--- src/rtl/seven_seg.sv ---
// Registered hex-to-seven-segment decoder with one-hot anode select for an 8-digit display.
// Latency: 1 clk. Inputs are sampled on every rising edge, and outputs change only at clock edges.
// Backpressure: none. There is no handshake, so every cycle's inputs are decoded.
module seven_seg #(
    parameter bit SEG_ACTIVE_LOW = 1'b1,
    parameter bit AN_ACTIVE_LOW  = 1'b1
) (
    input  logic       clk,
    input  logic       rst,
    input  logic [3:0] num,
    input  logic [2:0] sel,
    output logic [6:0] segment,
    output logic [7:0] anode
);

    // The decode tables are written for active-low drive. An active-high board
    // flips every bit, including the blank value, so reset goes through the same mask.
    localparam logic [6:0] SEG_INV = SEG_ACTIVE_LOW ? 7'h00 : 7'h7F;
    localparam logic [7:0] AN_INV  = AN_ACTIVE_LOW  ? 8'h00 : 8'hFF;
    localparam logic [6:0] SEG_BLANK = 7'h7F;
    localparam logic [7:0] AN_BLANK  = 8'hFF;

    logic [6:0] seg_al;
    logic [7:0] an_al;

    // Hex glyph lookup, bit order {g,f,e,d,c,b,a}. An unknown input falls to blank.
    always_comb begin
        seg_al = SEG_BLANK;
        case (num)
            4'h0:    seg_al = 7'b1000000;
            4'h1:    seg_al = 7'b1111001;
            4'h2:    seg_al = 7'b0100100;
            4'h3:    seg_al = 7'b0110000;
            4'h4:    seg_al = 7'b0011001;
            4'h5:    seg_al = 7'b0010010;
            4'h6:    seg_al = 7'b0000010;
            4'h7:    seg_al = 7'b1111000;
            4'h8:    seg_al = 7'b0000000;
            4'h9:    seg_al = 7'b0010000;
            4'hA:    seg_al = 7'b0001000;
            4'hB:    seg_al = 7'b0000011;
            4'hC:    seg_al = 7'b1000110;
            4'hD:    seg_al = 7'b0100001;
            4'hE:    seg_al = 7'b0000110;
            4'hF:    seg_al = 7'b0001110;
            default: seg_al = SEG_BLANK;
        endcase
    end

    // One-hot-low anode select. An unknown select leaves every digit dark.
    always_comb begin
        an_al = AN_BLANK;
        case (sel)
            3'd0:    an_al = 8'b1111_1110;
            3'd1:    an_al = 8'b1111_1101;
            3'd2:    an_al = 8'b1111_1011;
            3'd3:    an_al = 8'b1111_0111;
            3'd4:    an_al = 8'b1110_1111;
            3'd5:    an_al = 8'b1101_1111;
            3'd6:    an_al = 8'b1011_1111;
            3'd7:    an_al = 8'b0111_1111;
            default: an_al = AN_BLANK;
        endcase
    end

    // Output registers. Reset blanks the display and takes priority over the inputs.
    always_ff @(posedge clk) begin
        if (rst) begin
            segment <= SEG_BLANK ^ SEG_INV;
            anode   <= AN_BLANK ^ AN_INV;
        end else begin
            segment <= seg_al ^ SEG_INV;
            anode   <= an_al ^ AN_INV;
        end
    end

endmodule

--- config.mk ---
export PLATFORM = sky130hd
export DESIGN_NAME = seven_seg
export DESIGN_NICKNAME = d
export VERILOG_FILES = /design/src/rtl/seven_seg.sv
export SDC_FILE = /design/constraint.sdc
export NUM_CORES = 1
export LEC_CHECK = 0
export CAP_MARGIN = 10
export CORE_UTILIZATION = 42
export DETAILED_ROUTE_END_ITERATION = 8
export GPL_ROUTABILITY_DRIVEN = 0
export MAX_ROUTING_LAYER = met4
export PLACE_DENSITY_LB_ADDON = 0.2
export SLEW_MARGIN = 20
export SYNTH_ARGS = -nofsm -noshare
export SYNTH_HDL_FRONTEND = slang
export SYNTH_SLANG_ARGS = --single-unit
--- constraint.sdc ---
create_clock -name clk -period 1.9 [get_ports clk]
set_input_delay 0.475 -clock clk [delete_from_list [all_inputs] [get_ports clk]]
set_output_delay 0.475 -clock clk [all_outputs]
set_load 0.01 [all_outputs]
==> results of run 1 <==
## layout by cell type (no fill, tap or decap), types with 2 or more instances in the layout
master	n
inv_1	3
ha_1	7
nand2_1	8
nor2b_1	4
clkbuf_4	3
buf_4	8
nor2_1	4
nand3_1	2
a32oi_1	2
a221o_1	2
dfxtp_1	15
clkdlybuf4s50_1	23
mux2i_1	3
## Yosys cell counts (all sizes together)
cell type | number | area [um2]
nor3 | 1 | 5.00
a32oi | 2 | 17.5
nor2 | 4 | 15.0
clkbuf | 1 | 3.75
dfxtp | 15 | 300
mux2 | 2 | 22.5
nand3 | 2 | 10.0
nand2b | 2 | 15.0
buf | 2 | 16.3
ha | 7 | 87.6
or2 | 1 | 6.26
a211o | 1 | 8.76
o221ai | 1 | 8.76
inv | 3 | 11.3
mux2i | 3 | 30.0
and3 | 1 | 6.26
nand2 | 8 | 30.0
a311o | 1 | 10.0
nor2b | 5 | 33.8
a221o | 2 | 20.0
## cells by family (layout without fill, tap and decap cells)
kind of cell | count (synthesis) | after routing | synth area share [%]
and+or+nand+nor | 24 | 24 | 18.4
DFF | 15 | 15 | 45.6
adders and majority gates | 7 | 7 | 13.3
AOI/OAI and AO/OA | 7 | 7 | 9.89
buffers and inverters | 6 | 38 | 4.75
muxes | 5 | 5 | 7.98
## critical path, delay by kind of cell
kind,cells,cell delay [ns]
fa+ha+maj,1,0.29
simple gates,1,0.31
buf+inv,2,0.54
compound gates,1,0.31
## flip-flops by register name, summed over array words and instances (netlist names)
name and count:
segment 7, anode 8
## path summary, 6_finish.rpt
kind | from | to | slack, ns | cells past startpoint
hold / removal | sel[0] | anode[3] | 0.79 | 2
setup / recovery | num[0] | segment[1] | 0.15 | 5
## per-layer routing
| layer | global-route usage, % | vias to the layer above | wire, um |
|---|---|---|---|
| met5 | - | - | 0 |
| met1 | 20.8 | 242 | 640 |
| met3 | 5.22 | 5 | 42 |
| met4 | 11.6 | 0 | 40 |
| li1 | - | 283 | - |
| met2 | 24.7 | 16 | 563 |
## stage by stage
step	setup TNS (ns)	util [%]
floorplan	0	-
global placement	-0.300	68.5
detailed placement	-0.336	68.5
CTS	0	70.4
global route	0	70.4
finish	0	70.4
## where the power goes
group	internal [mW]	total [mW]	leakage [nW]	switching [mW]
Clock	0.0816	0.185	0.0150	0.103
Combinational	0.0773	0.134	0.290	0.0564
Sequential	0.331	0.335	0.124	0.00390
Total	0.490	0.653	0.429	0.163
## area by class of cell
class | instances | area [um2]
Fill cell | 109 | 409
Multi-Input combinational cell | 43 | 327
Sequential cell | 15 | 300
Timing Repair Buffer | 31 | 290
Clock buffer | 4 | 26.3
Tap cell | 15 | 18.8
Inverter | 3 | 11.3
==> run metrics, run 1 <==
status finished clean; library cells used by synthesis 24; RSZ-0062 raised after global routing no; Clk pin slew, worst setup/hold paths 0.09 ns; CP Data Required Time 2.08 ns; Cell Area, Placed 947 um2; CP max stage cell clkdlybuf4s50_1; WL per Instance 11.6 um; Post-Syn Area per Cell 10.3 um2; crit-path max cell delay 0.47 ns; setup violators final 0; layout cell share with drive strength beyond 1 15.6%; Pins Over Slew Limit 0; Post-CTS Setup Inserts 0; vias in the first global route 477; Hold Vio Cnt, Final 0; hold buffers post-CTS 0; Final WS setup 0.153 ns; Die X 41.6 um; fin crit share 92.0%; GRT Residual Overflow 0; initial antenna violation count 0; IR drop worst, VDD 0.311 mV; First DRT Iteration DRCs 5; Hold WC Path Type in2reg; Startpoint Class input pin; clock tree from TritonCTS built; Syn. warnings 0; post-place setup slack -0.139 ns; fin cells 111; Via Count 546; Post-DRT Antenna Nets 0; placed cell count 107; gr usage total 17.3%; Synth Net Count 80; effective utilization at floorplan 47.6%; total clock sinks 15; number of nets in the layout 113; H-tree levels 1; IO buf count 23; synthesis-to-layout area growth 47.9%; drt first pass iters 4; Num CTS Buffers 3; register area share after synthesis 45.6%; crit-path cells clkdlybuf4s50_1, inv_1, ha_1, or2_2, a311o_1; DR vias/cell 4.92; worst hold margin 0.790 ns; final instance area 973 um2; final wirelength 1.29 mm; Max Clk Rate 572 MHz; diode count 0; PD cells 671 mW/mm2; fin crit period 1.75 ns; chip height 41.6 um; Tot Pwr 0.653 mW; CP arrival 1.93 ns; largest net degree at the start of global routing 11; Detailed Place HPWL 985 um; clk buf depth 2; Setup crit end kind flop; die area 0.00173 mm2; Cell Rows 13; Top Ports 24; Syn Std Cell Area 658 um2; Mapped Cells 64; Worst-Margin Slew 0.337 ns; first-pass GRT wire length 2.13 mm; CTS root buf clkbuf_4; LEAKAGE 0.429 nW; Core ar. 0.00138 mm2; post-synthesis register bit count 15; critical path type in2reg; Resize count post-CTS 0; Max Cap Violations 0; CP Max Fanout 3; Slew HR 77.5%; # DRC 0
Power figures use the tool's default switching activity.
==> run 2: changes to the inputs <==
--- a/config.mk
+++ b/config.mk
@@ -11,6 +11,7 @@
 export GPL_ROUTABILITY_DRIVEN = 0
 export MAX_ROUTING_LAYER = met4
 export PLACE_DENSITY_LB_ADDON = 0.2
+export REMOVE_ABC_BUFFERS = 1
 export SLEW_MARGIN = 20
 export SYNTH_ARGS = -nofsm -noshare
 export SYNTH_HDL_FRONTEND = slang
==> run 2 against run 1 <==
  * Cell count rose by 0.90%
  * Maximum frequency rose by 0.14%
  * Combinational power barely moved
  * Flip-flop and latch count did not move
  * Die area did not move
  * Clock power fell by 4%
  * Critical path depth did not move
  * Total power fell by 1.0%
  * Largest cell class unchanged
==> run metrics, run 2 (same netlist as run 1, synthesis figures left out) <==
GRT Residual Overflow 0 (unchanged); Worst-Margin Slew 0.344 ns (+0.00683 ns); die area 0.00173 mm2 (unchanged); IR drop worst, VDD 0.302 mV (-2.8%); setup TNS 0 ns (unchanged); crit-path max cell delay 0.49 ns (+0.02 ns); effective utilization at floorplan 47.6% (unchanged); Largest register FFs 8 (unchanged); final wirelength 1.19 mm (-7.6%); LEAKAGE 0.437 nW (+1.8%); layout cell share with drive strength beyond 1 17.5% (+1.9 points); Cell Rows 13 (unchanged); First DRT Iteration DRCs 6 (+1); Sw Pwr 0.159 mW (-2.7%); total clock sinks 15 (unchanged); clk buf depth 2 (unchanged); drt first pass iters 4 (unchanged); number of nets in the layout 114 (+0.88%); gr usage total 16.0% (-1.2 points); PD cells 658 mW/mm2 (-1.9%); WL per Instance 10.6 um (-8.4%); setup violators final 0 (unchanged); critical path type in2reg; synthesis-to-layout area growth 49.2%; CTS root buf clkbuf_4; CP arrival 1.92 ns (about the same); CP Max Fanout 3 (unchanged); Core ar. 0.00138 mm2 (unchanged); Post-DRT Antenna Nets 0 (unchanged); chip height 41.6 um (unchanged); fin cells 112 (+0.90%); Combinational Power Share 20.7% (+0.2 points); Die X 41.6 um (unchanged); Internal 0.488 mW (-0.45%); largest reg by FF count anode; Tot Pwr 0.647 mW (-1.0%); hold buffers post-CTS 0 (unchanged); Sw Share 24.6% (-0.43 points); Regs by FF count anode x8, segment x7; Via Count 535 (-2.0%); DR vias/cell 4.78 (-2.9%); Clock power frac 27.5% (-0.8 points); fin crit period 1.74 ns (-0.00243 ns); placed cell count 108 (+0.93%); sequential share of power 51.8% (+0.5 points); Pins Over Slew Limit 0 (unchanged); Slew HR 77.0% (-0.46 points); Hold Vio Cnt, Final 0 (unchanged); CP max stage cell clkdlybuf4s50_1; CP Data Required Time 2.08 ns (about the same); crit-path cells clkdlybuf4s50_1, inv_1, ha_1, or2_2, a311o_1; IO buf count 23 (unchanged); final instance area 982 um2 (+0.90%); largest net degree at the start of global routing 11 (unchanged); initial antenna violation count 0 (unchanged); most frequent cells in the layout clkdlybuf4s50_1, dfxtp_1, buf_4; Resize count post-CTS 0 (unchanged); # DRC 0 (unchanged); Post-CTS Setup Inserts 0 (unchanged); clock tree from TritonCTS built; H-tree levels 1 (unchanged); Top Ports 24 (unchanged); vias in the first global route 467 (-2.1%); Max Clk Rate 573 MHz (+0.14%); RSZ-0062 raised after global routing no; Clk pin slew, worst setup/hold paths 0.09 ns (about the same); Max Cap Violations 0 (unchanged); diode count 0 (unchanged); Cell Area, Placed 955 um2 (+0.79%); Detailed Place HPWL 940 um (-4.5%); first-pass GRT wire length 2.01 mm (-5.9%); Layout fillers 107 (-1.8%); Hold WC Path Type in2reg; Setup crit end kind flop; Startpoint Class input pin; Num CTS Buffers 3 (unchanged); fin crit share 91.8% (-0.13 points); status finished clean; most common cell after layout, fill and taps aside clkdlybuf4s50_1
[run 2: changes by cell type in the layout (fill, tap and decap cells not counted)]
cell      delta
clkbuf_1     -1
clkinv_2     +1
buf_4        +1
[run 2: worst paths after layout]
path	start	slack, ns	end	cells past startpoint
setup / recovery	num[1]	0.16	segment[1]	5
hold / removal	sel[0]	0.78	anode[7]	2
[run 2: critical path: cells and delay by family]
family,cells,cell delay [ns]
buffers and inverters,2,0.57
AND/OR/NAND/NOR,1,0.31
AO/OA/AOI/OAI,1,0.31
adder cells (fa/ha/maj),1,0.26
[run 2: final cells by class]
type                            instances  area, um2  area share (%)
Inverter                                3       11.3            1.15
Sequential cell                        15        300            30.6
Clock inverter                          1       5.00           0.510
Timing Repair Buffer                   32        298            30.3
Clock buffer                            3       22.5            2.29
Tap cell                               15       18.8            1.91
Multi-Input combinational cell         43        327            33.2
[run 2: stage by stage]
stage / utilization, % / setup WS, ns / hold slack [ns]
after detailed placement: 69.0 / -0.160 / 1.07
after global routing: 71.0 / 0.104 / 0.781
final: 71.0 / 0.155 / 0.779
after global placement: 69.0 / -0.120 / 1.07
after CTS: 71.0 / 0.150 / 0.769
after floorplan: - / 0.382 / 0.547
[run 2: routing by layer]
layer | part of all wire [%] | GRT usage [%] | wire length (um) | vias up
met2 | 46 | 23.8 | 543 | 15
met5 | 0 | - | 0 | -
li1 | - | - | - | 289
met1 | 49 | 19.6 | 585 | 227
met3 | 2.4 | 3.91 | 29 | 4
met4 | 2.5 | 9.68 | 30 | 0
[run 2: power groups by stage]
| stage | logic (mW) | registers, mW | clock network [mW] |
|---|---|---|---|
| after global placement | 0.133 | 0.342 | 0 |
| after CTS | 0.135 | 0.335 | 0.188 |
| after global routing | 0.146 | 0.336 | 0.203 |
| after floorplan | 0.0412 | 0.352 | 0 |
| final | 0.134 | 0.335 | 0.178 |
| after detailed placement | 0.134 | 0.343 | 0 |
